File: config.mk
export PLATFORM = sky130hd
export DESIGN_NAME = vesa_mode_ctrl
export DESIGN_NICKNAME = d
export VERILOG_FILES = /design/src/rtl/vesa_mode_ctrl.sv
export SDC_FILE = /design/constraint.sdc
export NUM_CORES = 1
export LEC_CHECK = 0
export CORE_ASPECT_RATIO = 0.9
export CORE_MARGIN = 3
export CORE_UTILIZATION = 30
export DETAILED_ROUTE_END_ITERATION = 10
export GPL_TIMING_DRIVEN = 0
export HOLD_SLACK_MARGIN = 0.03
export PLACE_DENSITY_LB_ADDON = 0.05
export SKIP_LAST_GASP = 1
export SYNTH_ARGS = -nofsm -noshare
export SYNTH_HDL_FRONTEND = slang
export SYNTH_SLANG_ARGS = --single-unit
File: constraint.sdc
create_clock -name InPixClk -period 1.65 [get_ports InPixClk]
set_input_delay 0.2475 -clock InPixClk [delete_from_list [all_inputs] [get_ports InPixClk]]
set_output_delay 0.2475 -clock InPixClk [all_outputs]
set_load 0.1 [all_outputs]
File: src/rtl/vesa_mode_ctrl.sv
// vesa_mode_ctrl -- mode controller for the VESA timing generator.
//
// Owns the ten timing-parameter inputs of the generator. A mode change is
// requested with a level req (InModeReq + InModeSel) that the controller
// acknowledges (OutModeAck) or rejects (OutModeErr) with a one-cycle pulse.
// Video is blanked as soon as a real change is accepted. The new table entry
// is committed only at a frame start (falling edge of InVsync). Video stays
// blanked for SETTLE_FRAMES further frame starts.
//
// Handshake: InModeReq is a level held by the requester until it sees
// OutModeAck or OutModeErr, and dropped the cycle after. Requests are only
// evaluated in RUN. While an Ack/Err pulse is high the request is ignored, so
// one held request is never accepted twice.
//
// Ports:
//   InPixClk              pixel clock, the only clock
//   InRstN                synchronous active-low reset
//   InVsync               Vsync fed back from the timing generator
//   InModeReq/InModeSel   mode request level and requested index
//   OutModeAck/OutModeErr one-cycle accept / reject pulses
//   OutBusy               high whenever the FSM is not in RUN
//   OutVideoEn            video enable for downstream pixel-valid gating
//   OutCurMode            index of the committed mode
//   OutVesaH*/OutVesaV*   timing fields (totals and syncs are value-1)
//
// Optional feature (macro VESA_MODE_CTRL_TIMEOUT_EN): a 23-bit watchdog in
// WAIT_VS forces LOAD after TIMEOUT_CYCLES cycles without a Vsync fall.
module vesa_mode_ctrl #(
    parameter int DEF_MODE      = 2,
    parameter int SETTLE_FRAMES = 2
`ifdef VESA_MODE_CTRL_TIMEOUT_EN
    , parameter int TIMEOUT_CYCLES = 4194304
`endif
) (
    input  logic        InPixClk,
    input  logic        InRstN,
    input  logic        InVsync,
    input  logic        InModeReq,
    input  logic [1:0]  InModeSel,
    output logic        OutModeAck,
    output logic        OutModeErr,
    output logic        OutBusy,
    output logic        OutVideoEn,
    output logic [1:0]  OutCurMode,
    output logic [11:0] OutVesaHtt,
    output logic [6:0]  OutVesaHft,
    output logic [11:0] OutVesaHat,
    output logic [7:0]  OutVesaHbt,
    output logic [5:0]  OutVesaHst,
    output logic [10:0] OutVesaVtt,
    output logic [10:0] OutVesaVat,
    output logic [2:0]  OutVesaVst,
    output logic [5:0]  OutVesaVbt,
    output logic [2:0]  OutVesaVft
);

    typedef enum logic [1:0] {RUN, WAIT_VS, LOAD, SETTLE} state_t;

    typedef struct packed {
        logic [11:0] htt;
        logic [6:0]  hft;
        logic [11:0] hat;
        logic [7:0]  hbt;
        logic [5:0]  hst;
        logic [10:0] vtt;
        logic [10:0] vat;
        logic [2:0]  vst;
        logic [5:0]  vbt;
        logic [2:0]  vft;
    } timing_t;

    localparam logic [1:0] DEF_IDX     = 2'(DEF_MODE);
    localparam logic [3:0] SETTLE_LAST = 4'((SETTLE_FRAMES == 0) ? 0 : SETTLE_FRAMES - 1);
`ifdef VESA_MODE_CTRL_TIMEOUT_EN
    localparam logic [22:0] TO_LAST    = 23'(TIMEOUT_CYCLES - 1);
`endif

    // Index 3 is never loaded (rejected at request time); it maps to zeros.
    function automatic timing_t modeLut(input logic [1:0] idx);
        timing_t t;
        case (idx)
            2'd0:    t = '{htt: 12'd1649, hft: 7'd110, hat: 12'd1280, hbt: 8'd220, hst: 6'd39,
                           vtt: 11'd749,  vat: 11'd720, vst: 3'd4, vbt: 6'd20, vft: 3'd5};
            2'd1:    t = '{htt: 12'd2199, hft: 7'd88,  hat: 12'd1920, hbt: 8'd148, hst: 6'd43,
                           vtt: 11'd1124, vat: 11'd1080, vst: 3'd4, vbt: 6'd36, vft: 3'd4};
            2'd2:    t = '{htt: 12'd19,   hft: 7'd4,   hat: 12'd12,   hbt: 8'd2,   hst: 6'd1,
                           vtt: 11'd9,    vat: 11'd6,   vst: 3'd0, vbt: 6'd1,  vft: 3'd2};
            default: t = '0;
        endcase
        return t;
    endfunction

    state_t      state, nextState;
    timing_t     timingQ;
    logic [1:0]  curMode, selQ, nextSel;
    logic [3:0]  settleCnt, nextSettleCnt;
    logic        vsPrev, vsFall;
    logic        ackQ, errQ, ackD, errD, loadEn, videoEnQ;
`ifdef VESA_MODE_CTRL_TIMEOUT_EN
    logic [22:0] toCnt, nextToCnt;
`endif

    // Single registration of Vsync; a frame start is a 1->0 transition.
    always_ff @(posedge InPixClk) begin
        vsPrev <= InVsync;
    end
    assign vsFall = vsPrev & ~InVsync;

    always_comb begin
        nextState     = state;
        nextSel       = selQ;
        nextSettleCnt = settleCnt;
        ackD          = 1'b0;
        errD          = 1'b0;
        loadEn        = 1'b0;
`ifdef VESA_MODE_CTRL_TIMEOUT_EN
        nextToCnt     = '0;
`endif
        case (state)
            RUN: begin
                if (InModeReq && !ackQ && !errQ) begin
                    if (InModeSel == 2'd3) begin
                        errD = 1'b1;
                    end else begin
                        ackD = 1'b1;
                        // Re-selecting the committed mode is acknowledged
                        // without blanking or reloading.
                        if (InModeSel != curMode) begin
                            nextState = WAIT_VS;
                            nextSel   = InModeSel;
                        end
                    end
                end
            end
            WAIT_VS: begin
                if (vsFall) nextState = LOAD;
`ifdef VESA_MODE_CTRL_TIMEOUT_EN
                else if (toCnt == TO_LAST) nextState = LOAD;
                else nextToCnt = toCnt + 23'd1;
`endif
            end
            LOAD: begin
                loadEn        = 1'b1;
                nextSettleCnt = '0;
                nextState     = (SETTLE_FRAMES == 0) ? RUN : SETTLE;
            end
            SETTLE: begin
                if (SETTLE_FRAMES == 0) begin
                    nextState = RUN;
                end else if (vsFall) begin
                    if (settleCnt == SETTLE_LAST) begin
                        nextSettleCnt = '0;
                        nextState     = RUN;
                    end else begin
                        nextSettleCnt = settleCnt + 4'd1;
                    end
                end
            end
            default: nextState = SETTLE;
        endcase
    end

    always_ff @(posedge InPixClk) begin
        if (!InRstN) begin
            state     <= SETTLE;
            settleCnt <= '0;
            selQ      <= DEF_IDX;
            curMode   <= DEF_IDX;
            timingQ   <= modeLut(DEF_IDX);
            videoEnQ  <= 1'b0;
            ackQ      <= 1'b0;
            errQ      <= 1'b0;
`ifdef VESA_MODE_CTRL_TIMEOUT_EN
            toCnt     <= '0;
`endif
        end else begin
            state     <= nextState;
            settleCnt <= nextSettleCnt;
            selQ      <= nextSel;
            ackQ      <= ackD;
            errQ      <= errD;
            // Video is on exactly while the FSM sits in RUN.
            videoEnQ  <= (nextState == RUN);
            if (loadEn) begin
                timingQ <= modeLut(selQ);
                curMode <= selQ;
            end
`ifdef VESA_MODE_CTRL_TIMEOUT_EN
            toCnt     <= nextToCnt;
`endif
        end
    end

    assign OutModeAck = ackQ;
    assign OutModeErr = errQ;
    assign OutBusy    = (state != RUN);
    assign OutVideoEn = videoEnQ;
    assign OutCurMode = curMode;
    assign OutVesaHtt = timingQ.htt;
    assign OutVesaHft = timingQ.hft;
    assign OutVesaHat = timingQ.hat;
    assign OutVesaHbt = timingQ.hbt;
    assign OutVesaHst = timingQ.hst;
    assign OutVesaVtt = timingQ.vtt;
    assign OutVesaVat = timingQ.vat;
    assign OutVesaVst = timingQ.vst;
    assign OutVesaVbt = timingQ.vbt;
    assign OutVesaVft = timingQ.vft;

endmodule
* Yosys cells after proc, flatten, opt, wreduce, memory -nomap -nowiden *
Index checks and enable logic that the tools add are counted.

cells by class
  reduce and logical (&&, ||, !) cells = 12
  add/subtract/negate cells = 1
  eq/ne operators = 9
  muxes and demuxes = 14
  bitwise logic cells = 3

operators by type and width
  operator                                             number
  case mux 79 bit (3 select lines)                     1
  2-to-1 mux 2 bit                                     6
  equality test 2 bit, second input constant           4
  2-to-1 mux 4 bit                                     2
  case mux 2 bit (4 select lines)                      1
  case mux 4 bit (2 select lines)                      1
  zero test 2 bit                                      3
  adder 4 x 1 -> 4 bit, second input constant          1
  equality test 2 x 1 -> 1 bit, second input constant  2
  equality test 4 x 1 -> 1 bit, second input constant  1
  AND reduction 4 bit                                  1
  nonzero test 2 bit                                   2
  2-to-1 mux 1 bit                                     3
  AND reduction 3 bit                                  1
  logical AND 1 bit                                    2
  zero test 1 bit                                      2
  != test 2 bit                                        1
  != test 2 bit, second input constant                 1
  inverter 1 bit                                       2
  AND reduction 2 bit                                  1
  bitwise AND 1 bit                                    1

word-level totals
  logic and storage cells = 57
  register bits after elaboration = 93
  input bits = 6

* Depth between registers and ports, before layout *
Gate-level depths: netlist of run 1.

  depth after elaboration = 6
  gate-level depth with buffers = 6
  depth with buffers taken out = 6

* Worst setup path after synthesis of run 1 *
No wires, ideal clock.

  kind = register to output
  start point = reg, netlist name OutVesaHft[3]
  end point = out OutVesaHat[10]
  arrival time = 1.625 ns
  stages on the path, launching flop included = 2
  path slack = -0.223 ns
  buffers on the path = 1
  cells stage by stage = dfxtp_1 -> buf_4

RTL lines
  item       line  source
  to (decl)  47    output logic [11:0] OutVesaHat,

==> results of run 1 <==
how the worst max path moves through the flow:
| stage | startpoint | to | slack, ns | cells after the start |
|---|---|---|---|---|
| 2_1_floorplan | OutVesaHtt[4] | OutVesaHtt[0] | 0.01 | 1 |
| 3_3_place_gp | OutVesaVft[0] | OutVesaVtt[9] | -0.39 | 2 |
| 3_5_place_dp | OutVesaVft[0] | OutVesaHft[1] | -0.38 | 2 |
| 4_1_cts | OutVesaVft[0] | OutVesaHft[1] | -0.1 | 2 |
| 5_1_grt | OutVesaVft[0] | OutVesaHft[1] | -0.01 | 2 |
| 6_report | OutVesaVft[0] | OutVesaHft[1] | 0.07 | 2 |
logic make-up after synthesis:
logic type / share of synthesized area (%)
simple gates: 14.7
buf+inv: 37.3
fa+ha+maj: 6.54
flops: 27.5
xor+xnor: 0.572
other cells: 0.245
compound gates: 11.3
mux: 1.96
cells in the mapped netlist, types with 2 or more instances:
cell type  number
buf_4          72
dfxtp_1        21
nand2_1        19
ha_1            8
nor2_1          8
inv_1           6
a21oi_1         5
nor2b_1         5
a22oi_1         3
mux2i_1         3
nand3_1         3
o211ai_1        3
o21ai_0         3
a211oi_1        2
clkbuf_1        2
nand3b_1        2
o21bai_1        2
layout make-up:
type	count	area, sq um
Timing Repair Buffer	69	571
Inverter	6	22.5
Tap cell	65	81.3
Multi-Input combinational cell	99	616
Buffer	74	548
Sequential cell	21	428
Clock buffer	4	45.0
Fill cell	510	2580
flip-flops by register name (all words and copies together), names as in the netlist:
| signal | flops |
|---|---|
| state | 2 |
| OutModeAck | 1 |
| OutVideoEn | 1 |
| OutVesaHtt | 3 |
| OutCurMode | 2 |
| OutVesaVft | 2 |
| OutVesaHft | 2 |
| selQ | 2 |
| OutModeErr | 1 |
| vsPrev | 1 |
| settleCnt | 4 |
power by group through the flow:
| stage | clock network, W | registers, W | logic (W) |
|---|---|---|---|
| 2_1_floorplan | 0 | 0.000560 | 0.000341 |
| 3_3_place_gp | 0 | 0.000537 | 0.000409 |
| 3_5_place_dp | 0 | 0.000537 | 0.000409 |
| 4_1_cts | 0.000359 | 0.000525 | 0.000406 |
| 5_1_grt | 0.000385 | 0.000527 | 0.000426 |
| 6_report | 0.000334 | 0.000525 | 0.000408 |
per-stage QoR:
step	power, W	setup WS [ns]	util (%)
finish	0.00127	0.0682	47.2
global route	0.00134	-0.0139	47.2
CTS	0.00129	-0.0970	46.1
detailed placement	0.000946	-0.384	48.7
global placement	0.000945	-0.388	48.7
floorplan	0.000901	0.0114	-
worst reg2reg max path, delay by kind of cell (launching register included):
kind / cells / cell delay (ns)
simple gates: 2 / 0.53
compound gates: 1 / 0.27
mux: 1 / 0.19
flops: 1 / 0.38
per-layer routing:
metal / wire (microns) / vias to the layer above
met5: 0 / -
met4: 14 / 0
met1: 1550 / 518
li1: - / 676
met3: 319 / 4
met2: 1300 / 53
cells in the final DEF (no fill, tap or decap), drive strengths merged, types with 5 or more instances in the layout:
cell and count:
buf 86, clkbuf 36, conb 21, dfxtp 21, clkdlybuf4s15 20, nand2 19, nor2 8, ha 8
inv 6, nor2b 5, a21oi 5, clkdlybuf4s50 5
==> results.sh, run 1 <==
export IMPL_clock_latency_ns=0.26
export IMPL_htreeDepth=1
export IMPL_rrSetupSlack_ns=0.22
export IMPL_vias=1251
export IMPL_status="finished, final reports clean"
export IMPL_dpl_cell_area_sq_mm=0.00239
export IMPL_met1_usage_pct=15.3
export IMPL_p_switching_w=0.000495
export IMPL_cp_buffers_inverters=2
export IMPL_synth_area_top_cells="buf_4 (35%), dfxtp_1 (27%), ha_1 (6.5%), nand2_1 (4.7%), nor2b_1 (2.0%)"
export IMPL_r2r_end="selQ[0]"
export IMPL_grt_pass1_vias=1026
export IMPL_post_synth_cell_area_avg_sq_um=8.51
export IMPL_drc=0
export IMPL_synth_top_area_share_pct=35.3
export IMPL_cp_arrival_ns=1.33
export IMPL_ctsRootBufferMaster="clkbuf_8"
export IMPL_cpLargestDelayFamily="buffers and inverters"
export IMPL_synthArstFlopShare_pct=0
export IMPL_fin_nets=288
export IMPL_cts_buffers=3
export IMPL_wl_per_cell_microns=9.42
export IMPL_drt_first_pass_iters=3
export IMPL_vdd_ir_drop_max_uv=469
export IMPL_tightest_slew_ns=0.556
export IMPL_min_path_cells=1
export IMPL_path_class="reg2out"
export IMPL_p_comb_share_pct=32.2
export IMPL_internal_power_w=0.000772
export IMPL_busiest_layer="met1"
export IMPL_rsz0062_at_grt="true"
export IMPL_grt_total_usage_pct=10.2
export IMPL_yosysSeqAreaShare_pct=27.5
export IMPL_dieHeight_microns=73.8
export IMPL_ys_ff_latch=21
export IMPL_grtUsageMet2_pct=13.7
export IMPL_routabilityCongestion=0.770
export IMPL_finalClockSkew_ns=0.00548
export IMPL_hold_end="vsPrev"
export IMPL_drive_gt1_share_pct=54.9
export IMPL_layout_min_cycle_time_ns=1.58
export IMPL_num_rows=24
export IMPL_post_cts_setup_buffers=0
export IMPL_gr_total_overflow=0
export IMPL_core_sq_mm=0.00489
export IMPL_p_per_area_mw_per_mm2=548
export IMPL_synth_edf_count=0
export IMPL_synth_main_ff_cell="dfxtp_1"
export IMPL_ctsHoldBuffers=0
export IMPL_cpMaxStageDelayCell="dfxtp_2"
export IMPL_yosys_area_top_type="buf_4"
export IMPL_setup_viol=0
export IMPL_pwr_share_seq_pct=41.4
export IMPL_grt_met3_usage_pct=3.68
export IMPL_clkTransAtPathRegs_ns=0.08
export IMPL_layout_cells_non_filler=338
export IMPL_clockBufferDepth=2
export IMPL_area_delta_synth_final_pct=50.9
export IMPL_place_inst=334
export IMPL_initial_utilization_pct=31.3
export IMPL_maxSlewHeadroom_pct=63.1
export IMPL_yosysWarnings=0
export IMPL_reg2reg_from="state[1]"
export IMPL_r2r_cells=4
export IMPL_dieArea_sq_mm=0.00600
export IMPL_drtAntennaViolNets=0
export IMPL_critical_path_max_stage_delay_ns=0.49
export IMPL_antenna_found_initial=0
export IMPL_max_cap_violations=0
export IMPL_hold_violations=0
export IMPL_post_cts_resized=274
export IMPL_syn_area_sq_mm=0.00153
export IMPL_clkPwrFrac_pct=26.4
export IMPL_holdWs_ns=0.449
export IMPL_grt_pass1_wl_microns=4920
export IMPL_io_buffer_count=69
export IMPL_drv_slew=0
export IMPL_grt_max_degree=18
export IMPL_max_freq_mhz=632
export IMPL_cts_tree="yes"
export IMPL_cts_sinks=21
export IMPL_crit_path_start_kind="register"
export IMPL_drt_total_wl_microns=3180
export IMPL_path_max_fanout=17
export IMPL_path_cells="buf_4 > buf_2"
export IMPL_setup_tns_ns=0
export IMPL_endpoint_kind="primary output"
export IMPL_drtIter0Drc=81
export IMPL_critPathRequiredTime_ns=1.40
export IMPL_switching_share_pct=39.1
export IMPL_worstHoldStart="InVsync"
export IMPL_cellLeakagePower_nw=1.23
export IMPL_final_period_utilization_pct=95.9
export IMPL_vias_per_cell=3.70
export IMPL_synthCells=180
export IMPL_diodes=0
export IMPL_hpwl_microns=2500
export IMPL_die_w_microns=81.3
export IMPL_ys_types=30
export IMPL_finish_instance_area_sq_mm=0.00231
export IMPL_io_pins=91
export IMPL_hp_class="in2reg"
Power figures use the tool's default switching activity.
==> inputs of run 2 (changes only) <==
Settings changed: ABC_CLOCK_PERIOD_IN_PS from default to 1650.
==> results of run 2 <==
The final DEF is identical to that of run 1; final timing and power are the same.
==> inputs of run 3 (changes only) <==
Settings changed: MAX_ROUTING_LAYER from default to met4, SETUP_SLACK_MARGIN from default to 0.1.
==> results.sh, run 3 (synthesis gave the netlist of run 1 again) <==
export IMPL_status="finished, final reports clean"
export IMPL_dp_slack_ns=-0.382
export IMPL_ctsHoldBuffers=0
export IMPL_drive_gt1_share_pct=56.0
export IMPL_cts_tree="yes"
export IMPL_maxSlewHeadroom_pct=63.1
export IMPL_path_max_fanout=4
export IMPL_internal_power_w=0.000770
export IMPL_cellLeakagePower_nw=1.22
export IMPL_vias=1256
export IMPL_num_rows=24
export IMPL_clock_latency_ns=0.26
export IMPL_clockBufferDepth=2
export IMPL_pwr_share_seq_pct=41.3
export IMPL_drc=0
export IMPL_drt_first_pass_iters=4
export IMPL_post_cts_setup_buffers=0
export IMPL_die_w_microns=81.3
export IMPL_place_inst=334
export IMPL_path_class="reg2out"
export IMPL_dieArea_sq_mm=0.00600
export IMPL_worst_slack_ns=0.140
export IMPL_p_total_w=0.00127
export IMPL_layout_cells_non_filler=338
export IMPL_p_per_area_mw_per_mm2=552
export IMPL_vdd_ir_drop_max_uv=374
export IMPL_cts_sinks=21
export IMPL_drt_total_wl_microns=3220
export IMPL_tightest_slew_ns=0.555
export IMPL_fin_nets=288
export IMPL_io_pins=91
export IMPL_vias_per_cell=3.72
export IMPL_clkTransAtPathRegs_ns=0.08
export IMPL_rsz0062_at_grt="true"
export IMPL_num_fill_cells=491
export IMPL_hpwl_microns=2510
export IMPL_final_common_cell="buf_4"
export IMPL_p_switching_w=0.000501
export IMPL_initial_utilization_pct=31.3
export IMPL_grt_max_degree=18
export IMPL_core_sq_mm=0.00489
export IMPL_routabilityCongestion=0.776
export IMPL_gr_total_overflow=0
export IMPL_utilization_pct=47.1
export IMPL_drtAntennaViolNets=0
export IMPL_hold_violations=0
export IMPL_hp_class="in2reg"
export IMPL_max_cap_violations=0
export IMPL_dpl_cell_area_sq_mm=0.00239
export IMPL_antenna_found_initial=0
export IMPL_final_period_utilization_pct=91.5
export IMPL_grt_pass1_wl_microns=4890
export IMPL_crit_path_start_kind="register"
export IMPL_layout_min_cycle_time_ns=1.51
export IMPL_max_freq_mhz=662
export IMPL_setup_viol=0
export IMPL_finalClockSkew_ns=0.00553
export IMPL_dieHeight_microns=73.8
export IMPL_endpoint_kind="primary output"
export IMPL_layout_common_cells="buf_4 (102), conb_1 (21), nand2_1 (19)"
export IMPL_grt_total_usage_pct=10.5
export IMPL_drv_slew=0
export IMPL_htreeDepth=1
export IMPL_diodes=0
export IMPL_area_delta_synth_final_pct=50.4
export IMPL_cts_buffers=3
export IMPL_wl_per_cell_microns=9.52
export IMPL_cp_arrival_ns=1.26
export IMPL_drtIter0Drc=18
export IMPL_io_buffer_count=69
export IMPL_p_comb_share_pct=31.9
export IMPL_finish_instance_area_sq_mm=0.00230
export IMPL_ctsRootBufferMaster="clkbuf_8"
export IMPL_grt_pass1_vias=1061
export IMPL_critPathRequiredTime_ns=1.40
export IMPL_largest_register_ffs=4
export IMPL_switching_share_pct=39.4
export IMPL_regMostFlops="settleCnt"
export IMPL_clkPwrFrac_pct=26.7
## run 3: cell types whose count changed in the layout (fill, tap and decap cells not counted), sizes merged
cell,previous run,this run
buf,86,109
clkdlybuf4s15,20,11
clkdlybuf4s18,0,2
clkbuf,36,20
## run 3: final timing paths
check	startpoint	endpoint	slack, ns	cells past startpoint
hold / removal	InVsync	vsPrev	0.45	1
setup / recovery	OutVesaHtt[4]	OutVesaHtt[0]	0.14	2
hold reg to reg	OutVesaHtt[1]	OutVesaHtt[1]	0.48	2
setup reg to reg	state[0]	selQ[1]	0.24	4
## run 3: cell type report
cell class / instances / area (sq um) / area share, %
multi-input combinational: 99 / 616 / 26.7
buffer: 74 / 548 / 23.8
inverter: 6 / 22.5 / 0.978
sequential: 21 / 432 / 18.7
timing repair buffer: 69 / 559 / 24.3
tap: 65 / 81.3 / 3.53
clock buffer: 4 / 45.0 / 1.96
## run 3: what timing repair did
item	in CTS	in global routing
endpoints found under the setup margin	64	17
resized for setup	322	19
hold endpoints to repair	0	0
## run 3: layer usage
metal	part of all wire, %	GRT usage, %
met2	41	14.7
met4	0.84	2.81
met3	12	4.04
met5	0	-
met1	46	13.9
## run 3: through the flow
step           TNS (ns)  hold slack [ns]
4_1_cts          -0.102            0.446
3_5_place_dp     -18.09            0.472
3_3_place_gp     -17.94            0.456
5_1_grt               0            0.448
6_report              0            0.452
2_1_floorplan         0            0.275
## run 3: critical path: stages (launching register included)
cell	delay, ns
dfxtp_2	0.36
buf_4	0.10
clkdlybuf4s15_2	0.54
## run 3: power by group through the flow
stage	clock (W)	sequential, W	combinational (W)
finish	0.000340	0.000525	0.000406
global route	0.000382	0.000527	0.000423
CTS	0.000352	0.000525	0.000404
detailed placement	0	0.000537	0.000409
global placement	0	0.000537	0.000409
floorplan	0	0.000560	0.000341
